$ cat src/rtl/data_sync_pulse.sv
// Enable-qualified bus synchroniser into the CLK domain.
// Emits a one-cycle pulse per synchronised enable event and counts transfers.
module data_sync_pulse #(
    parameter int NUM_STAGES = 2,
    parameter int BUS_WIDTH  = 8,
    parameter int MODE       = 0,
    parameter int CNT_WIDTH  = 8
) (
    input  logic                 CLK,
    input  logic                 RST,
    input  logic [BUS_WIDTH-1:0] UNSYNC_BUS,
    input  logic                 BUS_EN,
    output logic [BUS_WIDTH-1:0] SYNC_BUS,
    output logic                 ENABLE_PULSE,
    output logic                 DATA_ERR,
    output logic [CNT_WIDTH-1:0] EVENT_CNT
);

    logic [NUM_STAGES-1:0] sync_q, sync_d;
    logic                  en_prev_q, en_prev_d;
    logic [BUS_WIDTH-1:0]  bus_q, bus_d;
    logic [BUS_WIDTH-1:0]  sync_bus_q, sync_bus_d;
    logic                  pulse_q, pulse_d;
    logic                  err_q, err_d;
    logic [CNT_WIDTH-1:0]  cnt_q, cnt_d;
    logic                  en_s;
    logic                  evt;

    assign en_s = sync_q[NUM_STAGES-1];

    // Event detect on the synchronised enable: rising edge or any edge.
    always_comb begin
        evt = 1'b0;
        if (MODE == 1) begin
            evt = en_s ^ en_prev_q;
        end else begin
            evt = en_s & ~en_prev_q;
        end
    end

    // Next-state: shift chain, bus history, capture and count on event.
    always_comb begin
        sync_d     = {sync_q[NUM_STAGES-2:0], BUS_EN};
        en_prev_d  = en_s;
        bus_d      = UNSYNC_BUS;
        sync_bus_d = sync_bus_q;
        pulse_d    = 1'b0;
        err_d      = 1'b0;
        cnt_d      = cnt_q;
        if (evt) begin
            sync_bus_d = UNSYNC_BUS;
            pulse_d    = 1'b1;
            err_d      = (UNSYNC_BUS != bus_q);
            if (!(&cnt_q)) begin
                cnt_d = cnt_q + 1'b1;
            end
        end
    end

    // State registers, all cleared asynchronously.
    always_ff @(posedge CLK or negedge RST) begin
        if (!RST) begin
            sync_q     <= '0;
            en_prev_q  <= 1'b0;
            bus_q      <= '0;
            sync_bus_q <= '0;
            pulse_q    <= 1'b0;
            err_q      <= 1'b0;
            cnt_q      <= '0;
        end else begin
            sync_q     <= sync_d;
            en_prev_q  <= en_prev_d;
            bus_q      <= bus_d;
            sync_bus_q <= sync_bus_d;
            pulse_q    <= pulse_d;
            err_q      <= err_d;
            cnt_q      <= cnt_d;
        end
    end

    assign SYNC_BUS     = sync_bus_q;
    assign ENABLE_PULSE = pulse_q;
    assign DATA_ERR     = err_q;
    assign EVENT_CNT    = cnt_q;

endmodule

$ cat config.mk
export PLATFORM = sky130hd
export DESIGN_NAME = data_sync_pulse
export DESIGN_NICKNAME = d
export VERILOG_FILES = /design/src/rtl/data_sync_pulse.sv
export SDC_FILE = /design/constraint.sdc
export NUM_CORES = 1
export LEC_CHECK = 0
export BUFFER_PORTS_ARGS = -buffer_cell sky130_fd_sc_hd__buf_2
export CORE_MARGIN = 3
export CORE_UTILIZATION = 45
export CTS_CLUSTER_SIZE = 12
export DETAILED_ROUTE_END_ITERATION = 7
export GPL_ROUTABILITY_DRIVEN = 0
export PLACE_DENSITY_LB_ADDON = 0.12
export SYNTH_ARGS = -nofsm -noshare
export SYNTH_HDL_FRONTEND = slang
export SYNTH_SLANG_ARGS = --single-unit
$ cat constraint.sdc
create_clock -name CLK -period 1.35 [get_ports CLK]
set_clock_uncertainty 0.1 [all_clocks]
set_input_delay 0.135 -clock CLK [delete_from_list [all_inputs] [get_ports CLK]]
set_output_delay 0.135 -clock CLK [all_outputs]
set_load 0.1 [all_outputs]
==> results of run 1 <==
## flip-flops by register name, indices dropped and copies added, names as in the netlist
name	flops
SYNC_BUS	8
sync_q	2
DATA_ERR	1
EVENT_CNT	8
bus_q	8
ENABLE_PULSE	1
en_prev_q	1
## final timing paths
path / cells after the start / endpoint / slack, ps / start
hold reg to reg: 0 / sync_q[1] / 250 / sync_q[0]
hold / removal: 2 / bus_q[2] / 140 / RST
setup reg to reg: 5 / EVENT_CNT[6] / -70 / EVENT_CNT[0]
max in group asynchronous: 3 / EVENT_CNT[0] / 590 / RST
min in group CLK: 0 / sync_q[1] / 250 / sync_q[0]
setup / recovery: 5 / EVENT_CNT[6] / -70 / EVENT_CNT[0]
## timing repair
action / 4_1_cts / 5_1_grt
setup buffers: 3 / 2
cloned: 0 / 0
pin swaps: 3 / 3
endpoints found under the hold margin: 46 / 0
setup endpoints to repair: 9 / 21
gates resized for setup: 9 / 10
hold buffers: 10 / 0
## layout by cell type (no fill, tap or decap), drive strengths merged, types with 2 or more instances in the layout
master / synthesis / layout
buf: 2 / 38
xor2: 8 / 8
nand2: 24 / 24
o211ai: 2 / 2
clkbuf: 0 / 15
nand3: 2 / 2
dfrtp: 29 / 29
a21oi: 3 / 3
nand4: 2 / 2
nor4: 2 / 2
xnor2: 4 / 4
dlygate4sd3: 0 / 10
## critical path, stage by stage (launching register included)
cell and delay (ps):
dfrtp_4 440, ha_4 150, buf_6 100, nand4b_1 160, nor3_1 240, a21boi_1 120
## final cells by class
type | count | area share, %
Multi-Input combinational cell | 61 | 22.7
Clock buffer | 7 | 3.02
Sequential cell | 29 | 41.4
Inverter | 1 | 0.275
Tap cell | 28 | 1.92
Timing Repair Buffer | 56 | 30.7
## layer usage
metal  wire (um)  GRT usage (%)  up-vias
met4          23           6.10        0
met3         141           4.87        4
li1            -              -      435
met1        1050           22.5      429
met2        1310           29.5       31
met5           0              0        -
## logic make-up (layout without fill, tap and decap cells)
kind of cell             count (synthesis)  after routing  share of synthesized area, %
multiplexers                             1              1                          1.00
AO/OA/AOI/OAI                           10             10                          6.13
adder cells (fa/ha/maj)                  1              1                          1.11
AND/OR/NAND/NOR                         37             37                          16.0
XOR/XNOR                                12             12                          9.35
flip-flops                              29             29                          64.6
buffers and inverters                    3             64                          1.78
## power breakdown
| part | internal [mW] | total (mW) | switching, mW |
|---|---|---|---|
| Clock | 0.246 | 0.519 | 0.273 |
| Sequential | 1.07 | 1.22 | 0.154 |
| Combinational | 0.816 | 2.10 | 1.29 |
==> run_results.csv, run 1 <==
group,metric,value,unit
global_route,grt_pass1_wl,4370,um
drt,wirelength,2520,um
power,irDropWorstVdd,1960,uV
timing,hold_slack,143,ps
clock_network,cts_tree,"built",
floorplan,die_height,56.0,um
critical_path,end_kind,"register",
clock_network,ctsHtreeMaxLevel,2,
clock_network,cts.sinks,29,
floorplan,io_pins,29,
logic_synthesis,synth-edff-count,0,
logic_synthesis,synthTopCellsByCount,"dfrtp_1, nand2_1, xor2_1",
layout,final_nets,166,
floorplan,die-width,56.0,um
layout,synthToLayoutAreaGrowth,62.0,%
drt,drcViolationCount,0,
placement,hpwl,1660,um
layout,final_core_util,79.2,%
floorplan,num_rows,17,
global_route,grt_pass1_vias,970,
timing,fin_crit,1420,ps
placement,place_area,1570,um2
clock_network,numCtsBuffers,5,
layout,multiInputGateArea,414,um2
placement,dp_cells,160,
drt,routedWlPerCell,13.8,um
global_route,grt_max_degree,18,
timing,fmax,704,MHz
run,maxCapViolations,0,
floorplan,coreArea,2300,um2
timing,maxSlewViolCount,0,
clock_network,path_clk_slew,90,ps
placement,place_ws,-41.6,ps
drt,drtAntennaViolNets,0,
timing,layout_setup_ws,-70.3,ps
critical_path,path_class,"reg2reg",
logic_synthesis,synth-seq-cells,29,
critical_path,critPathRequiredTime,1440,ps
outcome,violations,"negative setup slack",
drt,initialDrtViolationCount,14,
outcome,status,"finished, violations left",
global_route,antenna_found_initial,0,
logic_synthesis,synth_largest_area_cell,"dfrtp_1",
critical_path,start_kind,"register",
layout,fillers,150,
logic_synthesis,synth_flop_cell,"dfrtp_1",
global_route,grt_use_total,17.9,%
power,powerDensity,2110,nW/um2
floorplan,start_util,48.9,%
timing,relSlewSlack,67.9,%
timing,fin_crit_sh,105,%
logic_synthesis,seq_area_frac_synth,64.6,%
worst_hold_path,hold_path.class,"in2async",
logic_synthesis,synth.avg_cell_area,12.1,um2
logic_synthesis,async_reset_ff_share,100,%
clock_network,clockBufferDepth,2,
timing,setup_viol,3,
clock_network,clock_latency,310,ps
logic_synthesis,syn_inst,93,
layout,layout-drive-gt1-share,42.9,%
logic_synthesis,synth.distinct_cells,26,
critical_path,critPathArrivalTime,1510,ps
logic_synthesis,yosys.cell_count.top_type,"dfrtp_1",
layout,final_cell_area,1820,um2
placement,numPortBuffers,28,
layout,stdcell_count,182,
logic_synthesis,synth_warnings,0,
logic_synthesis,syn_area,1120,um2
power,total_power,3.84,mW
clock_network,root_buffer,"clkbuf_4",
global_route,grt_remaining_overflow,0,
drt,vias_per_cell,4.94,
timing,report.final.hold_viol_count,0,
floorplan,die-area,3130,um2
power,p_leak,0.856,nW
layout,seq_area,753,um2
logic_synthesis,ys_top_cells_by_area,"dfrtp_1, nand2_1, xor2_1",
timing,setup_tns,-108,ps
timing,grt_setup_unrepaired,"true",
logic_synthesis,synth_fp_nets,105,
logic_synthesis,synth.top_cell.area_share,64.6,%
drt,drt_pass1_iterations,4,
drt,vias,899,
layout,diodes,0,
timing,tightest_slew,485,ps
critical_path,worstPathMaxFanout,3,
(Power assumes the default switching activity.)
==> run 2, diff against run 1 <==
Settings changed: CORE_UTILIZATION 45 to 50.
Clock period 1.35 ns to 1.5 ns, I/O delays scaled along.
==> run 2 against run 1 <==
The run now ends clean. Register-to-register slack gained 130 ps. Total power shrank 24%. Die area shrank 9.0%. Final cell count shrank 8.2%. Routed wire length shrank 14%. Worst hold slack gained 110 ps. Critical path type is now reg2out.
==> run_results.csv, run 2 (synthesis results as in run 1) <==
group,metric,value,unit
outcome,status,"finished, final reports clean",
global_route,grt_remaining_overflow,0,
critical_path,worstPathMaxFanout,4,
drt,routedWlPerCell,13.0,um
critical_path,crit_family,"flip-flops",
placement,numPortBuffers,28,
layout,final_cell_area,1540,um2
worst_hold_path,hold_path.class,"in2async",
layout,seq_area,743,um2
clock_network,cts_tree,"built",
global_route,antenna_found_initial,0,
layout,synthToLayoutAreaGrowth,36.6,%
placement,place_area,1340,um2
critical_path,slowest_delay,450,ps
timing,setup_viol,0,
layout,diodes,0,
critical_path,worstPathCellList,"buf_2",
floorplan,io_pins,29,
clock_network,ctsHtreeMaxLevel,2,
placement,place_ws,44.9,ps
timing,layout_setup_ws,43.6,ps
clock_network,numCtsBuffers,5,
critical_path,path_class,"reg2out",
floorplan,die_height,53.4,um
run,maxCapViolations,0,
layout,multiInputGateArea,410,um2
clock_network,clock_latency,330,ps
layout,final_core_util,75.2,%
clock_network,path_clk_slew,90,ps
floorplan,die-width,53.4,um
timing,relSlewSlack,59.5,%
power,total_power,2.91,mW
drt,drcViolationCount,0,
floorplan,die-area,2850,um2
layout,final_cell_mix,"nand2_1, buf_2, dfrtp_1, dlygate4sd3_1, clkbuf_4",
clock_network,root_buffer,"clkbuf_4",
critical_path,critPathRequiredTime,1250,ps
timing,fin_crit_sh,97.1,%
power,powerDensity,1900,nW/um2
floorplan,start_util,55.0,%
clock_network,clockBufferDepth,2,
timing,maxSlewViolCount,0,
floorplan,num_rows,16,
critical_path,cpMaxStageDelayCell,"dfrtp_4",
floorplan,coreArea,2040,um2
global_route,grt_pass1_vias,817,
drt,initialDrtViolationCount,8,
timing,fmax,687,MHz
timing,hold_slack,257,ps
timing,tightest_slew,607,ps
layout,fillers,155,
drt,vias,826,
timing,report.final.hold_viol_count,0,
drt,drt_pass1_iterations,4,
critical_path,end_kind,"output pin",
placement,hpwl,1480,um
global_route,grt_use_total,19.0,%
critical_path,critPathArrivalTime,1210,ps
drt,vias_per_cell,4.95,
timing,setup_tns,0,ps
layout,final_nets,151,
timing,fin_crit,1460,ps
clock_network,cts.sinks,29,
global_route,grt_pass1_wl,3590,um
critical_path,start_kind,"register",
layout,layout-drive-gt1-share,37.1,%
power,irDropWorstVdd,2550,uV
power,p_leak,0.736,nW
drt,wirelength,2170,um
layout,stdcell_count,167,
global_route,grt_max_degree,30,
drt,drtAntennaViolNets,0,
critical_path,path_buf_inv,1,
placement,dp_cells,148,
run 2: worst reg2reg max path, delay by kind of cell, from the launching register on:
| family | cells | cell delay [ps] |
|---|---|---|
| flops | 1 | 460 |
| mux | 1 | 330 |
| compound gates | 1 | 180 |
| fa+ha+maj | 1 | 170 |
| simple gates | 1 | 100 |
run 2: final timing paths:
kind                              startpoint           end  slack [ps]  depth (start not counted)
worst max-delay path            EVENT_CNT[1]  EVENT_CNT[1]          40                          1
worst min-delay path                     RST  EVENT_CNT[3]         260                          2
worst max register to register  EVENT_CNT[0]  EVENT_CNT[1]          60                          4
worst min register to register     sync_q[0]     sync_q[1]         260                          0
max in group asynchronous                RST  EVENT_CNT[2]         590                          2
min in group CLK                   sync_q[0]     sync_q[1]         260                          0
run 2: routing by layer:
metal	global-route usage (%)	part of all wire, %
met2	29.6	49
met3	6.76	5.6
met4	14.0	3.2
met1	21.1	42
met5	0	0
run 2: cell type report:
class                           count  share of cell area, %
Clock buffer                        7                   4.24
Clock inverter                      1                  0.326
Inverter                            1                  0.326
Multi-Input combinational cell     61                   26.7
Sequential cell                    29                   48.4
Tap cell                           27                   2.20
Timing Repair Buffer               41                   17.8
run 2: where the power goes:
part / switching (mW) / internal, mW / total (mW)
clock: 0.262 / 0.271 / 0.533
sequential: 0.168 / 0.943 / 1.11
combinational: 1.00 / 0.263 / 1.27
run 2: timing repair:
item	CTS	global route
endpoints found under the hold margin	46	0
setup endpoints to repair	0	5
hold buffers	10	0
gates resized for setup	0	5
buffers inserted	0	1
